[src/rtl/word_change_monitor_if.sv]
// Status-word monitor bus: watched word, runtime masks and the event record
// handshake between the monitor and the management logic.
interface word_change_monitor_if #(
  parameter int WORD_WIDTH  = 8,
  parameter int COUNT_WIDTH = 8
);
  logic [WORD_WIDTH-1:0]  input_word;
  logic [WORD_WIDTH-1:0]  rise_mask;
  logic [WORD_WIDTH-1:0]  fall_mask;
  logic                   event_ready;
  logic                   output_pulse;
  logic                   event_valid;
  logic [WORD_WIDTH-1:0]  event_word;
  logic [WORD_WIDTH-1:0]  event_rise;
  logic [WORD_WIDTH-1:0]  event_fall;
  logic [COUNT_WIDTH-1:0] event_merged;

  modport slave (
    input  input_word, rise_mask, fall_mask, event_ready,
    output output_pulse, event_valid, event_word, event_rise, event_fall,
           event_merged
  );

  modport master (
    output input_word, rise_mask, fall_mask, event_ready,
    input  output_pulse, event_valid, event_word, event_rise, event_fall,
           event_merged
  );
endinterface

[src/rtl/word_change_monitor.sv]
// Debounced, maskable word change monitor: a new value must hold before it is
// accepted; qualified changes pulse and are buffered (merging while pending).
module word_change_monitor #(
  parameter int WORD_WIDTH    = 8,
  parameter int STABLE_CYCLES = 3,
  parameter int COUNT_WIDTH   = 8
) (
  input  logic                clock,
  input  logic                clear,
  word_change_monitor_if.slave bus
);

  localparam int               CNT_W      = $clog2(STABLE_CYCLES) + 1;
  localparam logic [CNT_W-1:0] CNT_MAX    = '1;
  localparam logic [CNT_W-1:0] CNT_ACCEPT = CNT_W'(STABLE_CYCLES - 1);

  typedef enum logic {
    ST_PRIME = 1'b0,
    ST_RUN   = 1'b1
  } state_t;

  state_t r_state;
  state_t w_state_nxt;
  logic   w_prime;

  logic [WORD_WIDTH-1:0]  r_acc;
  logic [WORD_WIDTH-1:0]  r_cand;
  logic [CNT_W-1:0]       r_cnt;

  logic                   r_pulse;
  logic                   r_valid;
  logic [WORD_WIDTH-1:0]  r_word;
  logic [WORD_WIDTH-1:0]  r_rise;
  logic [WORD_WIDTH-1:0]  r_fall;
  logic [COUNT_WIDTH-1:0] r_merged;

  logic                   w_match;
  logic                   w_accept;
  logic [WORD_WIDTH-1:0]  w_rise;
  logic [WORD_WIDTH-1:0]  w_fall;
  logic                   w_qual;

  function automatic logic [CNT_W-1:0] cnt_sat_inc(input logic [CNT_W-1:0] c);
    return (&c) ? c : c + CNT_W'(1);
  endfunction

  function automatic logic [COUNT_WIDTH-1:0] merged_sat_inc(
    input logic [COUNT_WIDTH-1:0] m
  );
    return (&m) ? m : m + COUNT_WIDTH'(1);
  endfunction

  // Prime sequencing: one cycle after clear captures the live word as baseline.
  always_ff @(posedge clock) begin
    if (clear) begin
      r_state <= ST_PRIME;
    end else begin
      r_state <= w_state_nxt;
    end
  end

  always_comb begin
    w_state_nxt = r_state;
    case (r_state)
      ST_PRIME: w_state_nxt = ST_RUN;
      ST_RUN:   w_state_nxt = ST_RUN;
      default:  w_state_nxt = ST_PRIME;
    endcase
  end

  always_comb begin
    w_prime = 1'b0;
    if (r_state == ST_PRIME) begin
      w_prime = 1'b1;
    end
  end

  // Stability filter and per-bit classification at the acceptance edge.
  always_comb begin
    w_match  = (bus.input_word == r_cand);
    w_accept = !w_prime && w_match && (r_cnt == CNT_ACCEPT) && (r_cand != r_acc);
    w_rise   = ~r_acc &  r_cand & bus.rise_mask;
    w_fall   =  r_acc & ~r_cand & bus.fall_mask;
    w_qual   = w_accept && (|(w_rise | w_fall));
  end

  always_ff @(posedge clock) begin
    if (clear) begin
      r_acc  <= '0;
      r_cand <= '0;
      r_cnt  <= '0;
    end else if (w_prime) begin
      r_acc  <= bus.input_word;
      r_cand <= bus.input_word;
      r_cnt  <= CNT_MAX;
    end else begin
      if (!w_match) begin
        r_cand <= bus.input_word;
        r_cnt  <= '0;
      end else begin
        r_cnt  <= cnt_sat_inc(r_cnt);
      end
      if (w_accept) begin
        r_acc <= r_cand;
      end
    end
  end

  // Event record: load when free or being consumed, otherwise merge into it.
  always_ff @(posedge clock) begin
    if (clear) begin
      r_pulse  <= 1'b0;
      r_valid  <= 1'b0;
      r_word   <= '0;
      r_rise   <= '0;
      r_fall   <= '0;
      r_merged <= '0;
    end else begin
      r_pulse <= w_qual;
      if (w_qual && (!r_valid || bus.event_ready)) begin
        r_valid  <= 1'b1;
        r_word   <= r_cand;
        r_rise   <= w_rise;
        r_fall   <= w_fall;
        r_merged <= '0;
      end else if (w_qual) begin
        r_word   <= r_cand;
        r_rise   <= r_rise | w_rise;
        r_fall   <= r_fall | w_fall;
        r_merged <= merged_sat_inc(r_merged);
      end else if (r_valid && bus.event_ready) begin
        r_valid  <= 1'b0;
      end
    end
  end

  assign bus.output_pulse = r_pulse;
  assign bus.event_valid  = r_valid;
  assign bus.event_word   = r_word;
  assign bus.event_rise   = r_rise;
  assign bus.event_fall   = r_fall;
  assign bus.event_merged = r_merged;

endmodule
[src/flat_wrapper.sv]
// flat-port wrapper written by rule: the top's interface ports become plain ports
module word_change_monitor_flat 
#(
  parameter int WORD_WIDTH    = 8,
  parameter int STABLE_CYCLES = 3,
  parameter int COUNT_WIDTH   = 8
)
  (clock, clear, bus_input_word, bus_rise_mask, bus_fall_mask, bus_event_ready, bus_output_pulse, bus_event_valid, bus_event_word, bus_event_rise, bus_event_fall, bus_event_merged);
  word_change_monitor_if #(.WORD_WIDTH(WORD_WIDTH), .COUNT_WIDTH(COUNT_WIDTH)) bus_i ();
  input  logic clock;
  input  logic clear;
  input wire logic [$bits(bus_i.input_word)-1:0] bus_input_word;
  input wire logic [$bits(bus_i.rise_mask)-1:0] bus_rise_mask;
  input wire logic [$bits(bus_i.fall_mask)-1:0] bus_fall_mask;
  input wire logic [$bits(bus_i.event_ready)-1:0] bus_event_ready;
  output wire logic [$bits(bus_i.output_pulse)-1:0] bus_output_pulse;
  output wire logic [$bits(bus_i.event_valid)-1:0] bus_event_valid;
  output wire logic [$bits(bus_i.event_word)-1:0] bus_event_word;
  output wire logic [$bits(bus_i.event_rise)-1:0] bus_event_rise;
  output wire logic [$bits(bus_i.event_fall)-1:0] bus_event_fall;
  output wire logic [$bits(bus_i.event_merged)-1:0] bus_event_merged;
  assign bus_i.input_word = bus_input_word;
  assign bus_i.rise_mask = bus_rise_mask;
  assign bus_i.fall_mask = bus_fall_mask;
  assign bus_i.event_ready = bus_event_ready;
  assign bus_output_pulse = bus_i.output_pulse;
  assign bus_event_valid = bus_i.event_valid;
  assign bus_event_word = bus_i.event_word;
  assign bus_event_rise = bus_i.event_rise;
  assign bus_event_fall = bus_i.event_fall;
  assign bus_event_merged = bus_i.event_merged;
  word_change_monitor #(.WORD_WIDTH(WORD_WIDTH), .STABLE_CYCLES(STABLE_CYCLES), .COUNT_WIDTH(COUNT_WIDTH)) u_core (.clock(clock), .clear(clear), .bus(bus_i));
endmodule
[config.mk]
export PLATFORM = sky130hd
export DESIGN_NAME = word_change_monitor_flat
export DESIGN_NICKNAME = d
export VERILOG_FILES = /design/src/rtl/word_change_monitor_if.sv /design/src/rtl/word_change_monitor.sv /design/src/flat_wrapper.sv
export SDC_FILE = /design/constraint.sdc
export NUM_CORES = 1
export LEC_CHECK = 0
export ABC_AREA = 1
export CORE_MARGIN = 2
export CORE_UTILIZATION = 39
export CTS_CLUSTER_SIZE = 14
export DETAILED_ROUTE_END_ITERATION = 7
export HOLD_SLACK_MARGIN = 0.12
export PLACE_DENSITY_LB_ADDON = 0.3
export SLEW_MARGIN = 20
export SYNTH_ARGS = -nofsm -noshare
export SYNTH_HDL_FRONTEND = slang
export SYNTH_SLANG_ARGS = --single-unit
export TNS_END_PERCENT = 30
[constraint.sdc]
create_clock -name clock -period 4.4 [get_ports clock]
set_input_delay 0.88 -clock clock [delete_from_list [all_inputs] [get_ports clock]]
set_output_delay 0.88 -clock clock [all_outputs]
set_load 0.05 [all_outputs]
==> flow_summary.yaml <==
sta:
  period_share_pct: 67.5
  skew_ps: 8.29
  rsz0062_at_grt: "false"
  worst_slack_ps: 1430
  min_period_ps: 2970
  final.setup.tns_ps: 0
  hold_violations: 0
  clock.fmax_ghz: 0.337
  maxSlewHeadroom_pct: 52.8
  setup_viol: 0
  drv_slew: 0
  worst_pin_slew_ps: 707
power_and_ir_drop:
  ir_drop_v: 0.000141
  p_leak_nw: 1.55
  power_density_mw_per_mm2: 252
  total_power_uw: 913
place:
  place.port_buffers: 60
  place_ws_ps: 1100
  hpwl_mm: 5.00
  gp_congestion: 0.775
  postPlaceCellArea_sq_mm: 0.00353
setup_path:
  worstSetupPathType: "primary input to flop"
  endpoint_kind: "flop"
  cp-start-kind: "primary input"
  worstPathCellList: "clkdlybuf4s50_1 > inv_1 > nand2_1 > nand2_1 > clkinv_1 > nand2_1 > nor2_1 > nand3_1 > nor2_2 > nand2_4 > nand2_2 > nand2_2 > nand2_1 > o21ai_2"
  arrival_ps: 3160
  cp_slowest_cell: "clkdlybuf4s50_1"
  worst_ep_required_time_ps: 4590
  crit_top_cell: "nand2_1"
  slowest_delay_ps: 480
  path_max_fanout: 23
yosys:
  yosys_warnings: 0
  avgSynthCellArea_sq_um: 7.30
  synth_area_sq_mm: 0.00286
  yosysMostFrequentCell: "nand2_1"
  synthTopCellsByArea: "dfxtp_1 38%, nand2_1 15%, ha_1 8.7%"
  synthCells: 392
  synth.top_cells.by_count: "113 x nand2_1, 54 x dfxtp_1, 43 x inv_1"
  synth_flop_cell: "dfxtp_1"
  ys_ff_latch: 54
  ys_types: 29
  ys_async_sr_fraction_pct: 0
  synth_fp_nets: 439
  synth-edff-count: 0
  synth_top_cell_by_area: "dfxtp_1"
  seq_area_frac_synth_pct: 37.8
  yosys.area.top_type_share_pct: 37.8
floorplan:
  die_area_sq_mm: 0.00804
  std_cell_rows: 31
  io_pins: 61
  initial_utilization_pct: 39.9
  fp.dieW_um: 89.7
  design.core.area_sq_mm: 0.00718
  die_h_um: 89.7
clock_tree:
  htreeDepth: 2
  clock_sinks: 54
  cts_buffers: 5
  clockBufferDepth: 2
  cts_hold_buffers: 0
  clk_latency_ps: 310
  tritoncts: "built"
  cts_setup_buffers: 0
  cts.clk_slew.worst_paths_ps: 100
  root_buffer: "clkbuf_8"
  cts_resized: 0
route:
  drc: 0
  drt_iter0_drc: 102
  dr.pass1.iters: 4
  wl_per_cell_um: 11.6
  wirelength_mm: 6.35
  avgViaCountPerCell: 4.59
  dr_total_vias: 2520
  drtAntennaViolNets: 0
grt:
  grt_first_pass_wirelength_mm: 10.1
  grt_util_all_layers_pct: 16.2
  antenna_found_initial: 0
  grt-ovfl-total: 0
  grt_max_degree: 26
  grt_pass1_vias: 2228
layout:
  fillers: 694
  drive_gt1_share_pct: 12.4
  final_area_sq_mm: 0.00362
  final_nets: 496
  multi_input_area_sq_mm: 0.00149
  syn_to_final_growth_pct: 26.4
  antenna_cells: 0
  register_area_sq_mm: 0.00108
job:
  max_cap_viol_count: 0
outcome:
  status: "complete, no violations"
min_path:
  hold_path.class: "flop to flop"
-- where the power goes --
part / switching [mW] / internal, mW / leakage, nW
Combinational: 0.0672 / 0.0529 / 1.06
Sequential: 0.0141 / 0.500 / 0.440
Clock: 0.167 / 0.112 / 0.0441
-- path summary, 6_finish.rpt --
path | start | to | slack [ps] | depth (start not counted)
worst max-delay path | bus_input_word[7] | u_core.bus.event_fall[2] | 1430 | 14
worst min-delay path | u_core.bus.event_fall[3] | u_core.bus.event_fall[3] | 470 | 2
worst max register to register | u_core.r_cand[4] | u_core.bus.event_fall[2] | 1890 | 12
worst min register to register | u_core.bus.event_fall[3] | u_core.bus.event_fall[3] | 470 | 2
-- cells by family after synthesis --
group,count (synthesis),share of synthesized area (%)
AND/OR/NAND/NOR,200,32.0
buffers and inverters,69,10.1
flip-flops,54,37.8
AO/OA/AOI/OAI,47,10.8
adder cells (fa/ha/maj),20,8.74
XOR/XNOR,2,0.612
-- layout make-up --
| type | count | share of cell area [%] |
|---|---|---|
| sequential | 54 | 29.9 |
| clock inverter | 3 | 0.588 |
| tap | 99 | 3.42 |
| timing repair buffer | 62 | 17.0 |
| inverter | 57 | 5.91 |
| multi-input combinational | 269 | 41.3 |
| clock buffer | 5 | 1.90 |
-- through the flow --
| stage | utilization, % | hold slack [ps] | cells |
|---|---|---|---|
| global placement | 49.2 | 443 | 541 |
| global route | 50.4 | 488 | 549 |
| finish | 50.4 | 465 | 549 |
| floorplan | - | 456 | 392 |
| detailed placement | 49.2 | 444 | 541 |
| CTS | 50.4 | 469 | 549 |
-- metal layers --
metal | GRT usage, % | share of wire [%] | vias up
met5 | 0 | 0 | -
met4 | 3.66 | 1.3 | 0
met3 | 2.74 | 5.8 | 6
met2 | 27.0 | 47 | 65
met1 | 22.1 | 46 | 1104
li1 | - | - | 1345
-- critical path, delay by kind of cell --
family / cells / cell delay (ps)
compound gates: 1 / 60
buf+inv: 3 / 590
simple gates: 10 / 1600
-- placed cells by master, fill, tap and decap left out, types with 2 or more instances in the layout --
| cell type | count |
|---|---|
| nor2_2 | 4 |
| a31oi_1 | 2 |
| clkbuf_8 | 5 |
| clkdlybuf4s50_1 | 60 |
| nand2_1 | 113 |
| o21ai_0 | 22 |
| o21ai_2 | 19 |
| nor4_1 | 2 |
| nor2_1 | 37 |
| buf_4 | 2 |
| ha_1 | 20 |
| clkinv_1 | 4 |
| a21oi_1 | 3 |
| nand4_1 | 7 |
| nand3_1 | 13 |
| nand3_2 | 3 |
| xnor2_1 | 2 |
| dfxtp_1 | 54 |
| nor3_1 | 9 |
| nand3b_1 | 2 |
| nand2_2 | 4 |
| inv_2 | 10 |
| inv_1 | 43 |
| nor2_8 | 2 |
| nor2_4 | 2 |
-- registers in the layout, summed over array words and instances, names as in the netlist --
signal                   flops
u_core.bus.event_fall        8
u_core.bus.event_merged      8
u_core.bus.event_rise        8
u_core.bus.event_valid       1
u_core.bus.event_word        8
u_core.bus.output_pulse      1
u_core.r_acc                 8
u_core.r_cand                8
u_core.r_cnt                 3
u_core.r_state               1
No activity file was read; power rests on OpenSTA's default activity.
